`config.mk`:
```
export PLATFORM = sky130hd
export DESIGN_NAME = song_sequencer
export DESIGN_NICKNAME = d
export VERILOG_FILES = /design/src/rtl/song_sequencer.sv
export SDC_FILE = /design/constraint.sdc
export NUM_CORES = 1
export LEC_CHECK = 0
export CORE_AREA = 2 2 53 55
export CTS_CLUSTER_SIZE = 10
export DETAILED_ROUTE_END_ITERATION = 8
export DIE_AREA = 0 0 55 57
export DONT_BUFFER_PORTS = 1
export PLACE_DENSITY = 0.78
export SLEW_MARGIN = 20
export SYNTH_ARGS = -nofsm -noshare
export SYNTH_HDL_FRONTEND = slang
export SYNTH_SLANG_ARGS = --single-unit
export TNS_END_PERCENT = 30
```
`constraint.sdc`:
```
create_clock -name clk -period 5.42 [get_ports clk]
set_input_delay 1.355 -clock clk [delete_from_list [all_inputs] [get_ports clk]]
set_output_delay 1.355 -clock clk [all_outputs]
set_load 0.05 [all_outputs]
```
`src/rtl/song_sequencer.sv`:
```
// Song playback sequencer: walks one song in the note ROM entry by entry, holds
// each note for its duration in beats and reports the end of the song.
module song_sequencer #(
    parameter int SONG_W  = 2,
    parameter int NOTE_W  = 5,
    parameter int PITCH_W = 6,
    parameter int DUR_W   = 6
) (
    input  logic                      clk,
    input  logic                      rst,
    input  logic                      play,
    input  logic [1:0]                play_state,
    input  logic [SONG_W-1:0]         song,
    input  logic                      new_song,
    input  logic                      beat,
    output logic [SONG_W+NOTE_W-1:0]  rom_addr,
    input  logic [PITCH_W+DUR_W-1:0]  rom_data,
    output logic [PITCH_W-1:0]        note_out,
    output logic                      new_note,
    output logic                      song_done
);

    typedef enum logic [2:0] {
        ST_IDLE    = 3'd0,
        ST_FETCH   = 3'd1,
        ST_LOAD    = 3'd2,
        ST_PLAY    = 3'd3,
        ST_ADVANCE = 3'd4,
        ST_DONE    = 3'd5
    } state_t;

    localparam logic [1:0]         PS_DOUBLE  = 2'b01;
    localparam logic [1:0]         PS_REVERSE = 2'b10;
    localparam logic [NOTE_W-1:0]  IDX_ZERO   = {NOTE_W{1'b0}};
    localparam logic [NOTE_W-1:0]  IDX_ONE    = {{(NOTE_W-1){1'b0}}, 1'b1};
    localparam logic [NOTE_W-1:0]  IDX_MAX    = {NOTE_W{1'b1}};
    localparam logic [DUR_W-1:0]   DUR_ZERO   = {DUR_W{1'b0}};
    localparam logic [DUR_W-1:0]   DUR_ONE    = {{(DUR_W-1){1'b0}}, 1'b1};
    localparam logic [DUR_W-1:0]   DUR_TWO    = {{(DUR_W-2){1'b0}}, 2'b10};
    localparam logic [PITCH_W-1:0] PITCH_ZERO = {PITCH_W{1'b0}};
    localparam logic [SONG_W-1:0]  SONG_ZERO  = {SONG_W{1'b0}};

    state_t              state_r, state_s;
    logic [SONG_W-1:0]   song_r, song_s;
    logic [NOTE_W-1:0]   idx_r, idx_s;
    logic [DUR_W-1:0]    dur_cnt_r, dur_cnt_s;
    logic [PITCH_W-1:0]  note_r, note_s;
    logic                new_note_r, new_note_s;
    logic                song_done_r, song_done_s;
    logic [SONG_W+NOTE_W-1:0] rom_addr_r;

    logic [PITCH_W-1:0]  rom_pitch_s;
    logic [DUR_W-1:0]    rom_dur_s;
    logic [DUR_W-1:0]    dur_dec_s;
    logic                reverse_s;
    logic                at_end_s;

    // Saturating beat decrement; double time removes up to two beats per tick.
    function automatic logic [DUR_W-1:0] beat_decrement(input logic [DUR_W-1:0] cnt,
                                                       input logic            dbl);
        logic [DUR_W-1:0] res;
        if (dbl && (cnt >= DUR_TWO)) begin
            res = cnt - DUR_TWO;
        end else if (cnt != DUR_ZERO) begin
            res = cnt - DUR_ONE;
        end else begin
            res = DUR_ZERO;
        end
        return res;
    endfunction

    assign rom_pitch_s = rom_data[PITCH_W+DUR_W-1:DUR_W];
    assign rom_dur_s   = rom_data[DUR_W-1:0];
    assign dur_dec_s   = beat_decrement(dur_cnt_r, play_state == PS_DOUBLE);
    assign reverse_s   = (play_state == PS_REVERSE);
    assign at_end_s    = reverse_s ? (idx_r == IDX_ZERO) : (idx_r == IDX_MAX);

    // Next-state, index, duration counter and output-pulse decode.
    always_comb begin
        state_s     = state_r;
        song_s      = song_r;
        idx_s       = idx_r;
        dur_cnt_s   = dur_cnt_r;
        note_s      = note_r;
        new_note_s  = 1'b0;
        song_done_s = 1'b0;
        if (new_song) begin
            song_s    = song;
            idx_s     = reverse_s ? IDX_MAX : IDX_ZERO;
            dur_cnt_s = DUR_ZERO;
            note_s    = PITCH_ZERO;
            state_s   = ST_IDLE;
        end else begin
            case (state_r)
                ST_IDLE: begin
                    state_s = play ? ST_FETCH : ST_IDLE;
                end
                ST_FETCH: begin
                    state_s = ST_LOAD;
                end
                ST_LOAD: begin
                    // A zero duration marks the end of the song, not a note.
                    if (rom_dur_s == DUR_ZERO) begin
                        note_s      = PITCH_ZERO;
                        song_done_s = 1'b1;
                        state_s     = ST_DONE;
                    end else begin
                        note_s     = rom_pitch_s;
                        dur_cnt_s  = rom_dur_s;
                        new_note_s = 1'b1;
                        state_s    = ST_PLAY;
                    end
                end
                ST_PLAY: begin
                    if (beat && play) begin
                        dur_cnt_s = dur_dec_s;
                        state_s   = (dur_dec_s == DUR_ZERO) ? ST_ADVANCE : ST_PLAY;
                    end else begin
                        dur_cnt_s = dur_cnt_r;
                        state_s   = ST_PLAY;
                    end
                end
                ST_ADVANCE: begin
                    if (at_end_s) begin
                        note_s      = PITCH_ZERO;
                        song_done_s = 1'b1;
                        state_s     = ST_DONE;
                    end else begin
                        idx_s   = reverse_s ? (idx_r - IDX_ONE) : (idx_r + IDX_ONE);
                        state_s = ST_FETCH;
                    end
                end
                ST_DONE: begin
                    note_s  = PITCH_ZERO;
                    state_s = ST_DONE;
                end
                default: begin
                    note_s  = PITCH_ZERO;
                    state_s = ST_IDLE;
                end
            endcase
        end
    end

    // State and output registers; rom_addr tracks the next {song, idx}.
    always_ff @(posedge clk) begin
        if (rst) begin
            state_r     <= ST_IDLE;
            song_r      <= SONG_ZERO;
            idx_r       <= IDX_ZERO;
            dur_cnt_r   <= DUR_ZERO;
            note_r      <= PITCH_ZERO;
            new_note_r  <= 1'b0;
            song_done_r <= 1'b0;
            rom_addr_r  <= {SONG_ZERO, IDX_ZERO};
        end else begin
            state_r     <= state_s;
            song_r      <= song_s;
            idx_r       <= idx_s;
            dur_cnt_r   <= dur_cnt_s;
            note_r      <= note_s;
            new_note_r  <= new_note_s;
            song_done_r <= song_done_s;
            rom_addr_r  <= {song_s, idx_s};
        end
    end

    assign rom_addr  = rom_addr_r;
    assign note_out  = note_r;
    assign new_note  = new_note_r;
    assign song_done = song_done_r;

endmodule

```
==> results_dict.tcl, run 1 <==
set metrics [dict create \
    wl_um 3460 \
    syn_inst 186 \
    syn2layout_area_growth_pct 3.49 \
    drv_cap 0 \
    drv_slew 0 \
    p_sw_uw 94.1 \
    pwr-share-comb_pct 10.0 \
    initial_core_util_pct 60.3 \
    ant_nets 0 \
    async_reset_ff_share_pct 0 \
    final_nets 212 \
    ioPinCount 36 \
    worst_setup_path_start_kind "input pin" \
    r2r_start "dur_cnt_r[0]" \
    clkPwrFrac_pct 35.6 \
    grt_max_degree 15 \
    slowest_stage "nor2b_2" \
    synth_top_cell_area_share_pct 30.5 \
    drive_gt1_share_pct 8.74 \
    crit_start "play_state[1]" \
    r2r_slack_ns 3.12 \
    synth_edf_count 0 \
    cts.sinks 24 \
    vias 1366 \
    drt_iter0_drc 24 \
    hold_class "reg -> reg" \
    switching_share_pct 25.7 \
    synth.distinct_cells 47 \
    skew_ns 0.00801 \
    dp_hpwl_um 2730 \
    vdd_drop_max_mv 0.289 \
    use_met3_pct 5.50 \
    grt_busiest_layer "met2" \
    crit_type "in -> reg" \
    setup_tns_ns 0 \
    numCtsBuffers 3 \
    reg2reg_to "state_r[2]" \
    met1_usage_pct 28.4 \
    core_area_mm2 0.00262 \
    cp_num_buf_inv 0 \
    place_congestion 0.808 \
    clock_path_buffers 2 \
    finalHoldViolations 0 \
    ys_top_cells_by_area "dfxtp_1 30%, a21oi_1 5.7%, ha_1 4.8%, nand2_1 3.8%, o22a_1 3.3%" \
    p_per_area_mw_per_mm2 224 \
    antenna_found_initial 0 \
    cp_num_cells 8 \
    hold_buffers 0 \
    cts-root-buf "clkbuf_4" \
    worstMarginPinSlew_ns 0.672 \
    cp.required_ns 5.63 \
    viasPerCell 6.38 \
    grt_pass1_wl_um 5730 \
    intPower_uw 272 \
    antenna_cells 0 \
    cp.arrival_ns 3.12 \
    grt_use_met2_pct 43.9 \
    grt_remaining_overflow 0 \
    die_area_mm2 0.00314 \
    power_frac_seq_pct 54.4 \
    reg2reg_depth 8 \
    die_height_um 57 \
    drcViolationCount 0 \
    slowest_delay_ns 0.44 \
    synth_fp_nets 214 \
    yosys.area.top_type "dfxtp_1" \
    cp_top_family "compound AO/OA/AOI/OAI gates" \
    wl_per_cell_um 16.1 \
    crit_end "rom_addr[4]" \
    fillers 245 \
    synthMostInstantiatedCell "dfxtp_1" \
    slew_headroom_pct 55.1 \
    setup_viol 0 \
    crit_chain "nor2b_2, ha_1, a21o_1, a21oi_1, mux2i_1, o21ai_0, nand2_1, a31oi_1" \
    fin_crit_ns 2.90 \
    fmax_ghz 0.344 \
    postSynthAreaPerCell_um2 8.48 \
    period_share_pct 53.6 \
    h-tree-depth 1 \
    yosys_warnings 0 \
    status "completed" \
    rows 19 \
    drt_first_pass_iters 4 \
    cp_max_fo 11 \
    syn_area_mm2 0.00158 \
    post-cts-setup-buffer-count 0 \
    rsz0062_at_grt "no" \
    critPathCaptureType "flop" \
    portBuffers 0 \
    ctsResizeCount 0 \
    synth_flop_cell "dfxtp_1" \
    yosysSeqAreaShare_pct 30.5 \
    grt_pass1_vias 1349 \
    ys_ff_latch 24 \
    cts.clk_slew.worst_paths_ns 0.14 \
    clk_latency_ns 0.32 \
    cellLeakagePower_uw 0.000678 \
    grtUsageTotal_pct 24.3 \
    die_width_um 55 \
    synth_common_cells "24 x dfxtp_1, 18 x a21oi_1, 16 x nand2_1" \
    final_core_util_pct 62.4 \
    cts_tree "done" \
]
-- area by class of cell --
class                   count  area, µm²  share of cell area (%)
inverters                   6       22.5                    1.38
well taps                  31       38.8                    2.38
clock inverters             1       30.0                    1.84
flip-flops and latches     24        480                    29.4
multi-input cells         149       1040                    63.6
clock buffers               3       22.5                    1.38
-- worst reg2reg max path, delay by kind of cell, from the launching register on --
family          cells  cell delay (ns)
simple gates        2             0.33
buf+inv             1             0.18
fa+ha+maj           1             0.27
compound gates      4             0.92
flops               1             0.51
-- power groups by stage --
| stage | Clock, µW | Sequential, µW | Combinational [µW] |
|---|---|---|---|
| final | 130 | 199 | 36.8 |
| after global placement | 0 | 203 | 34.7 |
| after floorplan | 0 | 201 | 33.2 |
| after CTS | 132 | 199 | 36.7 |
| after detailed placement | 0 | 203 | 36.5 |
| after global routing | 137 | 200 | 41.5 |
-- routing by layer --
layer  part of all wire, %  vias to the layer above
li1                      -                      682
met3                   6.3                        2
met5                     0                        -
met4                  0.49                        0
met2                    53                       38
met1                    40                      644
-- sequential cells by signal (all words and copies together) (netlist names) --
| register | flops |
|---|---|
| new_note | 1 |
| note_out | 6 |
| song_r | 2 |
| song_done | 1 |
| state_r | 3 |
| rom_addr | 1 |
| dur_cnt_r | 6 |
| idx_r | 4 |
-- stage by stage --
stage / total power (µW) / area (µm²) / worst slack (ns) / hold slack, ns / std cells
final: 366 / 1630 / 2.52 / 0.574 / 214
after global routing: 379 / 1630 / 2.38 / 0.606 / 214
after CTS: 368 / 1630 / 2.51 / 0.570 / 214
after detailed placement: 239 / 1580 / 2.18 / 0.538 / 210
after global placement: 237 / 1580 / 2.31 / 0.524 / 210
after floorplan: 234 / 1580 / 2.47 / 0.495 / 186
-- cells in the final DEF, fill, tap and decap left out, types with 7 or more instances in the layout --
master	netlist	final
dfxtp_1	24	24
a21oi_1	18	18
nand2_1	16	16
and2_1	7	7
o21ai_0	10	10
a31oi_1	7	7
nor2_1	13	13
-- kinds of logic after synthesis --
| group | after synthesis | share of synthesized area (%) |
|---|---|---|
| xor+xnor | 5 | 2.78 |
| fa+ha+maj | 7 | 6.03 |
| mux | 6 | 3.89 |
| simple gates | 66 | 24.9 |
| compound gates | 65 | 28.2 |
| flops | 24 | 30.5 |
| buf+inv | 13 | 3.73 |
-- how the worst min path moves through the flow --
| stage | from | endpoint | slack [ns] | cells past startpoint |
|---|---|---|---|---|
| floorplan | state_r[1] | state_r[0] | 0.50 | 1 |
| global placement | state_r[1] | state_r[0] | 0.52 | 1 |
| detailed placement | state_r[1] | state_r[0] | 0.54 | 1 |
| CTS | state_r[1] | state_r[0] | 0.57 | 1 |
| global route | dur_cnt_r[2] | dur_cnt_r[2] | 0.61 | 2 |
| finish | state_r[1] | state_r[0] | 0.57 | 1 |
No activity file was read; power rests on OpenSTA's default activity.
==> run 2: changes to the inputs <==
--- a/config.mk
+++ b/config.mk
@@ -5,12 +5,12 @@
 export SDC_FILE = /design/constraint.sdc
 export NUM_CORES = 1
 export LEC_CHECK = 0
-export CORE_AREA = 2 2 53 55
+export CORE_AREA = 2 2 54 56
 export CTS_CLUSTER_SIZE = 10
 export DETAILED_ROUTE_END_ITERATION = 8
-export DIE_AREA = 0 0 55 57
+export DIE_AREA = 0 0 56 58
 export DONT_BUFFER_PORTS = 1
-export PLACE_DENSITY = 0.78
+export PLACE_DENSITY = 0.75
 export SLEW_MARGIN = 20
 export SYNTH_ARGS = -nofsm -noshare
 export SYNTH_HDL_FRONTEND = slang
==> constraint.sdc (replaced) <==
create_clock -name clk -period 3 [get_ports clk]
set_input_delay 0.75 -clock clk [delete_from_list [all_inputs] [get_ports clk]]
set_output_delay 0.75 -clock clk [all_outputs]
set_load 0.05 [all_outputs]
==> run 2 against run 1 <==
  * Total power grew 53%
  * First-iteration DRC count grew to 4.0 times the previous value
  * Core utilization shrank 2.2 points
  * Clock skew shrank 0.0059 ns
  * Non-clock buffer count is the same
  * Global-route usage shrank 0.71 points
  * Die area grew 3.6%
==> results_dict.tcl, run 2 (synthesis gave the netlist of run 1 again) <==
set metrics [dict create \
    status "completed" \
    portBuffers 0 \
    worst_setup_path_start_kind "input pin" \
    clk_latency_ns 0.30 \
    numCtsBuffers 3 \
    antenna_found_initial 0 \
    grt_pass1_vias 1355 \
    hold_class "in -> reg" \
    period_share_pct 78.0 \
    rows 19 \
    final_common_cell "dfxtp_1" \
    holdCritStartpoint "rst" \
    slew_headroom_pct 54.3 \
    setup_tns_ns 0 \
    viasPerCell 6.54 \
    slowest_stage "nor2b_2" \
    ctsResizeCount 0 \
    final_nets 212 \
    cp_top_family "compound AO/OA/AOI/OAI gates" \
    drv_slew 0 \
    grt_remaining_overflow 0 \
    grt_pass1_wl_um 6070 \
    drt_iter0_drc 97 \
    p_per_area_mw_per_mm2 350 \
    h-tree-depth 1 \
    die_width_um 56 \
    cp.required_ns 3.20 \
    cp_num_buf_inv 0 \
    grtUsageTotal_pct 23.6 \
    ioPinCount 36 \
    hold-path-cell-count 1 \
    ant_nets 0 \
    cellLeakagePower_uw 0.000664 \
    skew_ns 0.00213 \
    cts_tree "done" \
    die_area_mm2 0.00325 \
    drcViolationCount 0 \
    cts.clk_slew.worst_paths_ns 0.12 \
    cp_max_fo 11 \
    fin_crit_ns 2.34 \
    core_area_mm2 0.00266 \
    drive_gt1_share_pct 8.24 \
    critPathCaptureType "flop" \
    slowest_delay_ns 0.44 \
    drv_cap 0 \
    drt_first_pass_iters 4 \
    vias 1393 \
    crit_type "in -> reg" \
    cp.arrival_ns 2.55 \
    antenna_cells 0 \
    fillers 243 \
    fmax_ghz 0.427 \
    wl_um 3560 \
    reg2reg_to "state_r[2]" \
    r2r_start "dur_cnt_r[0]" \
    r2r_slack_ns 0.74 \
    cts-root-buf "clkbuf_4" \
    worstMarginPinSlew_ns 0.684 \
    multi_input_area_mm2 0.00104 \
    rsz0062_at_grt "no" \
    finalHoldViolations 0 \
    fin_cells 213 \
    vdd_drop_max_mv 0.253 \
    wl_per_cell_um 16.7 \
    die_height_um 58 \
    initial_core_util_pct 59.2 \
    post-cts-setup-buffer-count 0 \
    place_congestion 0.933 \
    grt_max_degree 14 \
    hold_buffers 0 \
    placedCellCount 210 \
    dp_hpwl_um 2790 \
    final_cell_mix "24 x dfxtp_1, 18 x a21oi_1, 16 x nand2_1" \
    hold_end "idx_r[2]" \
    crit_chain "nor2b_2, ha_1, a21o_1, a21oi_1, mux2i_1, o21ai_0, nand2_1, a31oi_1" \
    clock_path_buffers 2 \
    cts.sinks 24 \
    final-seq-area_um2 480 \
    syn2layout_area_growth_pct 1.59 \
    reg2reg_depth 8 \
    setup_viol 0 \
]
-- run 2: final cells by class --
class	count	area share, %
Sequential cell	24	30.0
Inverter	6	1.41
Clock buffer	3	1.41
Tap cell	31	2.42
Multi-Input combinational cell	149	64.8
-- run 2: worst max-delay path by stage --
| stage | startpoint | depth (start not counted) | slack (ns) | end |
|---|---|---|---|---|
| 2_1_floorplan | play_state[1] | 9 | 0.66 | rom_addr[4] |
| 3_3_place_gp | play_state[1] | 8 | 0.50 | rom_addr[4] |
| 3_5_place_dp | play_state[1] | 8 | 0.36 | rom_addr[4] |
| 4_1_cts | play_state[1] | 8 | 0.69 | rom_addr[4] |
| 5_1_grt | play_state[1] | 8 | 0.53 | rom_addr[4] |
| 6_report | play_state[1] | 8 | 0.66 | rom_addr[4] |
-- run 2: metrics by stage --
stage	hold slack (ns)	utilization, %	area (µm²)	total power (µW)	worst slack (ns)
2_1_floorplan	0.495	-	1580	422	0.660
5_1_grt	0.471	60.2	1600	589	0.533
3_5_place_dp	0.545	59.3	1580	434	0.357
3_3_place_gp	0.543	59.3	1580	429	0.498
6_report	0.495	60.2	1600	561	0.659
4_1_cts	0.489	60.2	1600	565	0.695
-- run 2: metal layers --
metal	global-route usage, %	part of all wire, %	vias to the layer above
met4	8.16	1.3	0
met2	40.3	48	47
met3	3.79	6.0	7
li1	-	-	684
met1	30.5	45	655
met5	0	0	-
-- run 2: report_power, final --
group / internal (µW) / switching [µW]
Combinational: 29.6 / 37.8
Sequential: 326 / 33.2
Clock: 46.9 / 87.4
